<file path="src/rtl/approx_pkg.sv">
// Shared constants and types for the exact/approximate adder comparison block.
package approx_pkg;

  localparam int WIDTH_DEF       = 16;
  localparam int APPROX_BITS_DEF = 8;

  typedef logic [WIDTH_DEF-1:0]        word_t;
  typedef logic signed [WIDTH_DEF+1:0] err_t;

endpackage

</file>
<file path="src/rtl/fa_cell.sv">
// One-bit full adder, the building block of both the exact ripple chain and
// the exact upper part of the approximate adder.
module fa_cell (
  input  logic a,
  input  logic b,
  input  logic ci,
  output logic s,
  output logic co
);

  // Sum and majority carry.
  always_comb begin
    s  = a ^ b ^ ci;
    co = (a & b) | (ci & (a ^ b));
  end

endmodule

</file>
<file path="src/rtl/approx_adder_compare.sv">
// Registered exact ripple-carry adder alongside an FBA approximate adder on the
// same operands. Reports both sums and the signed error (approx - exact).
module approx_adder_compare
  import approx_pkg::*;
#(
  parameter int WIDTH       = WIDTH_DEF,
  parameter int APPROX_BITS = APPROX_BITS_DEF
) (
  input  logic                    clk,
  input  logic                    rst_n,
  input  logic                    in_valid,
  input  logic [WIDTH-1:0]        a,
  input  logic [WIDTH-1:0]        b,
  input  logic                    cin,
  output logic                    out_valid,
  output logic [WIDTH-1:0]        y_cra,
  output logic                    cout_cra,
  output logic [WIDTH-1:0]        y_fba,
  output logic                    cout_fba,
  output logic signed [WIDTH+1:0] err
);

  localparam int L = APPROX_BITS;

  // ---- stage p0: combinational exact and approximate sums ----

  logic [WIDTH:0]   cra_carry_p0;
  logic [WIDTH-1:0] y_cra_p0;
  logic             cout_cra_p0;

  assign cra_carry_p0[0] = cin;

  genvar gi;
  generate
    for (gi = 0; gi < WIDTH; gi++) begin : g_cra
      fa_cell u_fa (
        .a  (a[gi]),
        .b  (b[gi]),
        .ci (cra_carry_p0[gi]),
        .s  (y_cra_p0[gi]),
        .co (cra_carry_p0[gi+1])
      );
    end
  endgenerate

  assign cout_cra_p0 = cra_carry_p0[WIDTH];

  // Lower part: once the scan from the top finds a bit where both operands are
  // 1, that bit and everything below it saturate to 1. sat_p0[i] is the OR of
  // the generate bits from L-1 down to i, so a set sat_p0 forces the bit high.
  logic [L-1:0] gen_p0;
  logic [L-1:0] sat_p0;
  logic [L-1:0] low_p0;

  assign gen_p0 = a[L-1:0] & b[L-1:0];
  assign sat_p0[L-1] = gen_p0[L-1];

  generate
    for (gi = L - 2; gi >= 0; gi--) begin : g_sat
      assign sat_p0[gi] = sat_p0[gi+1] | gen_p0[gi];
    end
    for (gi = 0; gi < L; gi++) begin : g_low
      assign low_p0[gi] = sat_p0[gi] | (a[gi] ^ b[gi]);
    end
  endgenerate

  // Upper part: exact add seeded with a carry speculated from the top
  // approximate bit only; cin is deliberately not used on this path.
  logic [WIDTH:L]   fba_carry_p0;
  logic [WIDTH-1:L] high_p0;
  logic [WIDTH-1:0] y_fba_p0;
  logic             cout_fba_p0;

  assign fba_carry_p0[L] = a[L-1] & b[L-1];

  generate
    for (gi = L; gi < WIDTH; gi++) begin : g_fba
      fa_cell u_fa (
        .a  (a[gi]),
        .b  (b[gi]),
        .ci (fba_carry_p0[gi]),
        .s  (high_p0[gi]),
        .co (fba_carry_p0[gi+1])
      );
    end
  endgenerate

  assign y_fba_p0    = {high_p0, low_p0};
  assign cout_fba_p0 = fba_carry_p0[WIDTH];

  // Both full sums are non-negative (WIDTH+1 bits), so zero-extend before subtracting.
  logic signed [WIDTH+1:0] err_p0;
  assign err_p0 = $signed({1'b0, cout_fba_p0, y_fba_p0})
                - $signed({1'b0, cout_cra_p0, y_cra_p0});

  // ---- stage p1: result registers ----

  logic                    vld_p1;
  logic [WIDTH-1:0]        y_cra_p1;
  logic                    cout_cra_p1;
  logic [WIDTH-1:0]        y_fba_p1;
  logic                    cout_fba_p1;
  logic signed [WIDTH+1:0] err_p1;

  // Load results on a valid sample, otherwise hold them; valid follows in_valid.
  always_ff @(posedge clk or negedge rst_n) begin
    if (!rst_n) begin
      vld_p1      <= 1'b0;
      y_cra_p1    <= '0;
      cout_cra_p1 <= 1'b0;
      y_fba_p1    <= '0;
      cout_fba_p1 <= 1'b0;
      err_p1      <= '0;
    end else begin
      vld_p1 <= in_valid;
      if (in_valid) begin
        y_cra_p1    <= y_cra_p0;
        cout_cra_p1 <= cout_cra_p0;
        y_fba_p1    <= y_fba_p0;
        cout_fba_p1 <= cout_fba_p0;
        err_p1      <= err_p0;
      end
    end
  end

  assign out_valid = vld_p1;
  assign y_cra     = y_cra_p1;
  assign cout_cra  = cout_cra_p1;
  assign y_fba     = y_fba_p1;
  assign cout_fba  = cout_fba_p1;
  assign err       = err_p1;

endmodule

</file>
<file path="config.mk">
export PLATFORM = sky130hd
export DESIGN_NAME = approx_adder_compare
export DESIGN_NICKNAME = d
export VERILOG_FILES = /design/src/rtl/approx_pkg.sv /design/src/rtl/fa_cell.sv /design/src/rtl/approx_adder_compare.sv
export SDC_FILE = /design/constraint.sdc
export NUM_CORES = 1
export LEC_CHECK = 0
export ABC_AREA = 1
export CAP_MARGIN = 10
export CORE_UTILIZATION = 40
export CTS_CLUSTER_DIAMETER = 60
export CTS_CLUSTER_SIZE = 16
export DETAILED_ROUTE_END_ITERATION = 10
export GPL_TIMING_DRIVEN = 0
export PLACE_DENSITY = 0.65
export SLEW_MARGIN = 30
export SYNTH_ARGS = -nofsm -noshare
export SYNTH_HDL_FRONTEND = slang
export SYNTH_SLANG_ARGS = --single-unit
export TNS_END_PERCENT = 100
</file>
<file path="constraint.sdc">
create_clock -name clk -period 0.8 [get_ports clk]
set_input_delay 0.16 -clock clk [delete_from_list [all_inputs] [get_ports clk]]
set_output_delay 0.16 -clock clk [all_outputs]
set_load 0.03 [all_outputs]
</file>
# After elaboration in Yosys (flattened, before gate mapping)
# Index checks and enable logic that the tools add are counted.
[classes]
add_sub_neg = 1
bitwise_logic = 120
[ops]
columns = ["operator", "n"]
rows = [
  ["$and A1 B1 Y1", 40],
  ["$xor A1 B1 Y1", 40],
  ["$or A1 B1 Y1", 39],
  ["$sub A17 B17 Y18", 1],
  ["$and A8 B8 Y8", 1],
]
[totals]
register_bits = 53
inputBits = 36
output_inout_bits = 53
elab_cells = 127

# Longest topological paths before layout
[depth]
depth_word = 34
depth_mapped = 32
mapped_depth_nobuf = 32

# Cells and area by module
# From an unflattened synthesis, not the netlist that was laid out.
[unflattened]
cells_unflattened = 474
hier_area_um2 = 3706.1
[modules_own_cells]
columns = ["module", "instances", "cells_each", "area_each_um2", "seq_area_each_um2"]
rows = [
  ["approx_adder_compare", 1, 450, 3225.6, 1326.3],
  ["fa_cell", 24, 1, 20.0, 0.0],
]

# Worst setup path before layout
# OpenSTA, ideal clock, no wires.
[synth_path]
path_kind = "input to register"
from = "input port a[0]"
to = "register err_p1[16] (netlist: err[16])"
setup_ns = 0.117
t_arrival_ns = 6.486
t_required_ns = 0.683
setup_slack_ns = -5.803
cell_stages = 32
n_path_buf = 0
path_cell_list = "fa_1 inv_1 fa_1 inv_1 fa_1 inv_1 fa_1 fa_1 fa_1 fa_1 fa_1 fa_1 fa_1 fa_1 inv_1 fa_1 inv_1 fa_1 fa_1 fa_1 inv_1 fa_1 inv_1 nand2_1 nand2_2 nand3_1 nor2_1 nand2_1 nand2_1 nand2_1 nand3_1 nand2_1"
[synth_via]
word_cells_on_any_way = 54
cone_classes = "add/sub (1); bitwise (53)"
[synth_lines]
columns = ["item", "line_no", "source"]
rows = [
  ["start, declared", "approx_adder_compare.sv:12", "input logic [WIDTH-1:0] a,"],
  ["$xor A1 B1 Y1", "fa_cell.sv:14", "co = (a & b) | (ci & (a ^ b));"],
  ["$and A1 B1 Y1", "fa_cell.sv:14", ""],
  ["$or A1 B1 Y1 (*)", "fa_cell.sv:14", ""],
  ["$and A1 B1 Y1 (*)", "fa_cell.sv:14", ""],
  ["$or A1 B1 Y1 (*)", "fa_cell.sv:14", ""],
  ["$and A1 B1 Y1 (*)", "fa_cell.sv:14", ""],
  ["$or A1 B1 Y1 (*)", "fa_cell.sv:14", ""],
  ["$and A1 B1 Y1 (*)", "fa_cell.sv:14", ""],
  ["[18 not listed]", "--", ""],
  ["$or A1 B1 Y1 (*)", "fa_cell.sv:14", ""],
  ["$and A1 B1 Y1 (*)", "fa_cell.sv:14", ""],
  ["$or A1 B1 Y1 (*)", "fa_cell.sv:14", ""],
  ["$and A1 B1 Y1 (*)", "fa_cell.sv:14", ""],
  ["$or A1 B1 Y1 (*)", "fa_cell.sv:14", ""],
  ["$xor A1 B1 Y1 (*)", "fa_cell.sv:13", "s = a ^ b ^ ci;"],
  ["named net g_cra[15].u_fa.s", "fa_cell.sv:7", "output logic s,"],
  ["$sub A17 B17 Y18 (*)", "approx_adder_compare.sv:94", "- $signed({1'b0, cout_cra_p0, y_cra_p0});"],
  ["end signal, assigned", "approx_adder_compare.sv:121", "err_p1 <= err_p0;"],
  ["end, declared", "approx_adder_compare.sv:103", "logic signed [WIDTH+1:0] err_p1;"],
]
# Mark *: on every way through the listed nets, which the timed path passes. The rest lies on a longest branch.
# A chain may end at the register's enable or synchronous reset.

# Final worst setup path
[layout_path]
from = "input port b[0]"
to = "register err_p1[16] (netlist: err[16])"
[layout_via]
word_cells_on_any_way = 54
cone_classes = "add/sub (1); bitwise (53)"
[layout_lines]
columns = ["item", "line_no", "source"]
rows = [
  ["start, declared", "approx_adder_compare.sv:13", "input logic [WIDTH-1:0] b,"],
  ["$xor A1 B1 Y1", "fa_cell.sv:14", ""],
  ["$and A1 B1 Y1", "fa_cell.sv:14", ""],
  ["$or A1 B1 Y1 (*)", "fa_cell.sv:14", ""],
  ["$and A1 B1 Y1 (*)", "fa_cell.sv:14", ""],
  ["$or A1 B1 Y1 (*)", "fa_cell.sv:14", ""],
  ["$and A1 B1 Y1 (*)", "fa_cell.sv:14", ""],
  ["$or A1 B1 Y1 (*)", "fa_cell.sv:14", ""],
  ["$and A1 B1 Y1 (*)", "fa_cell.sv:14", ""],
  ["[18 not listed]", "--", ""],
  ["$or A1 B1 Y1 (*)", "fa_cell.sv:14", ""],
  ["$and A1 B1 Y1 (*)", "fa_cell.sv:14", ""],
  ["$or A1 B1 Y1 (*)", "fa_cell.sv:14", ""],
  ["$and A1 B1 Y1 (*)", "fa_cell.sv:14", ""],
  ["$or A1 B1 Y1 (*)", "fa_cell.sv:14", ""],
  ["$xor A1 B1 Y1 (*)", "fa_cell.sv:13", ""],
  ["named net g_cra[15].u_fa.s", "fa_cell.sv:7", ""],
  ["$sub A17 B17 Y18 (*)", "approx_adder_compare.sv:94", ""],
]
# Marks and branches as above.

==> out/metrics.cfg <==
[flow_run]
drv_cap=0

[floorplan]
io-pin-count=89
core_region_area_sq_um=9200
die_area_sq_um=9810
row_count=35
die_h_microns=99.0
initial_core_util=0.410
die_width_microns=99.0

[synth]
syn_area_sq_um=3770
async_flop_share=1.00
synthFlopType=dfrtp_1
synth_edf_count=0
synth.area.mux_share=0
synth_fp_nets=570
synth.most_common_cell=nand2_1
avgSynthCellArea_sq_um=7.78
ys_types=27
yosysTopAreaCell=dfrtp_1
synthXorXnorAreaFrac=0.0116
synth-adder-area-share=0.216
ys_top_cells_by_count=167 x nand2_1, 83 x inv_1, 53 x dfrtp_1
synthSimpleGateAreaFrac=0.258
synth_top_area_frac=0.352
synth_area_leaders=dfrtp_1 35%, nand2_1 17%, fa_1 13%, ha_1 8.3%, inv_1 8.3%
netlist_instances=484
synth_compound_area_frac=0.0591
synth_seq_cells=53
ys_seq_area_frac=0.352
synth_top_family_by_area=simple AND/OR/NAND/NOR gates
yosysWarnings=0

[global_route]
grt_remaining_overflow=0
grt_pass1_vias=3765
grt.total_usage=0.229
grt_first_pass_wirelength_microns=17400
grt_max_degree=36
antenna_found_initial=0

[layout]
syn_to_final_growth_pct=65.2
antenna_cells=0
final_nets=721
drive_gt1_frac=0.475
fillers=763
final_cells=747

[timing]
post-route-period-util=7.82
finalSetupTns_ps=-123880
drv_slew=0
min_period_ps=6260
skew_ps=0
worst_slack_ps=-5460
hold_viol=0
grt_setup_unrepaired=yes
fmax_mhz=160
worst_pin_slew_ps=689
setup_violations=103
maxSlewHeadroom=0.541

[route]
drcViolationCount=0
ant_nets=0
vias=3599
first_pass_iters=6
viasPerCell=4.82
wl_microns=10800
drtIter0Drc=118
wl_per_cell_microns=14.5

[setup_path]
crit_type=primary input to register
critPathRequiredTime_ps=1010
critPathMaxStageDelay_ps=460
rr_endpoint=y_fba[4]
critPathCaptureType=register
r2r_start=y_fba[4]
critPathLaunchType=primary input
cp.arrival_ps=6470
cp_common_cell=fa_2
reg2reg_setup_slack_ps=-80
critPathSlowestCell=fa_2
rr_worst_depth=4
path_max_fanout=4

[run_status]
violations=setup timing
outcome=complete, but fails checks

[pwr]
powerDensity_nw_per_um2=2480
power_leakage_nw=3.06
peakVddDrop_uv=1130

[clock_tree]
cts_tree=done
cts_made_buffers=5
htree_num_levels=2
clock_latency_ps=310
clkTransAtPathRegs_ps=100
clockRootBuffer=clkbuf_8
clockBufferDepth=2
cts.sink_count=53

[placement]
placed_cells=684
gp_congestion=0.872
io_buffers=88
dp_slack_ps=-6370
place_hpwl_microns=7680

[min_path]
hp-class=primary input to async pin

==> stage by stage <==
step,util,hold WS (ps),cell area (sq um),power (mW)
2_1_floorplan,-,-136,4090,8.63
3_3_place_gp,0.556,457,5110,11.1
3_5_place_dp,0.558,65.6,5130,11.2
4_1_cts,0.630,124,5800,14.5
5_1_grt,0.677,268,6220,16.4
6_report,0.677,240,6220,15.4
==> where the power goes <==
| group | switching [mW] | internal (mW) | total (mW) |
|---|---|---|---|
| Combinational | 5.13 | 4.49 | 9.62 |
| Clock | 0.995 | 1.02 | 2.02 |
| Sequential | 0.493 | 3.32 | 3.81 |
| Total | 6.61 | 8.84 | 15.4 |
==> kinds of logic after synthesis <==
family	Yosys count
XOR/XNOR	5
AND/OR/NAND/NOR	230
flip-flops	53
buffers and inverters	102
adder cells (fa/ha/maj)	50
AO/OA/AOI/OAI	44
==> how the worst max path moves through the flow <==
stage	end	from	slack, ps	cells after the start
floorplan	err[16]	a[0]	-5400	32
detailed placement	err[16]	a[0]	-6370	33
global placement	err[16]	a[0]	-6300	33
CTS	err[16]	a[0]	-5750	33
global route	err[16]	b[0]	-5690	33
finish	err[16]	b[0]	-5460	33
==> per-layer routing <==
| layer | vias up | global-route usage | routed length [microns] |
|---|---|---|---|
| li1 | 1784 | - | - |
| met1 | 1722 | 0.274 | 4610 |
| met2 | 76 | 0.433 | 5650 |
| met3 | 17 | 0.0248 | 316 |
| met4 | 0 | 0.0608 | 232 |
| met5 | - | 0 | 0 |
==> placed cells by master, fill, tap and decap left out, types with 12 or more instances in the layout <==
| cell type | count |
|---|---|
| ha_4 | 17 |
| buf_6 | 71 |
| buf_4 | 38 |
| nor2_1 | 12 |
| inv_1 | 57 |
| fa_2 | 25 |
| nand3_1 | 12 |
| clkdlybuf4s50_1 | 12 |
| nand2_1 | 137 |
| o21ai_1 | 15 |
| nand2_2 | 25 |
| dfrtp_1 | 53 |
| inv_2 | 31 |
| o21ai_2 | 15 |
==> critical path, delay by kind of cell <==
| kind | cells | cell delay (ps) |
|---|---|---|
| adders and majority gates | 16 | 5200 |
| buffers and inverters | 8 | 460 |
| and+or+nand+nor | 9 | 630 |
==> cell type report <==
type,instances,area [sq um],area share
tap,111,139,0.0223
multi-input combinational,329,2740,0.440
timing repair buffer,144,1430,0.230
inverter,91,349,0.0561
sequential,53,1330,0.213
buffer,11,119,0.0191
clock inverter,2,37.5,0.00603
clock buffer,6,82.6,0.0133
==> registers in the layout (all words and copies together), names as in the netlist <==
signal and flops:
out_valid 1, cout_fba 1, err 18, y_fba 16
cout_cra 1, y_cra 16
==> repair_timing <==
item                                    4_1_cts  5_1_grt
setup buffers                                28       27
gates cloned                                  0        1
endpoints found under the setup margin      105      139
hold buffers                                  1        1
pin swaps                                    56       58
endpoints found under the hold margin        18        1
gates resized for setup                     508       72
Power figures use the tool's default switching activity.
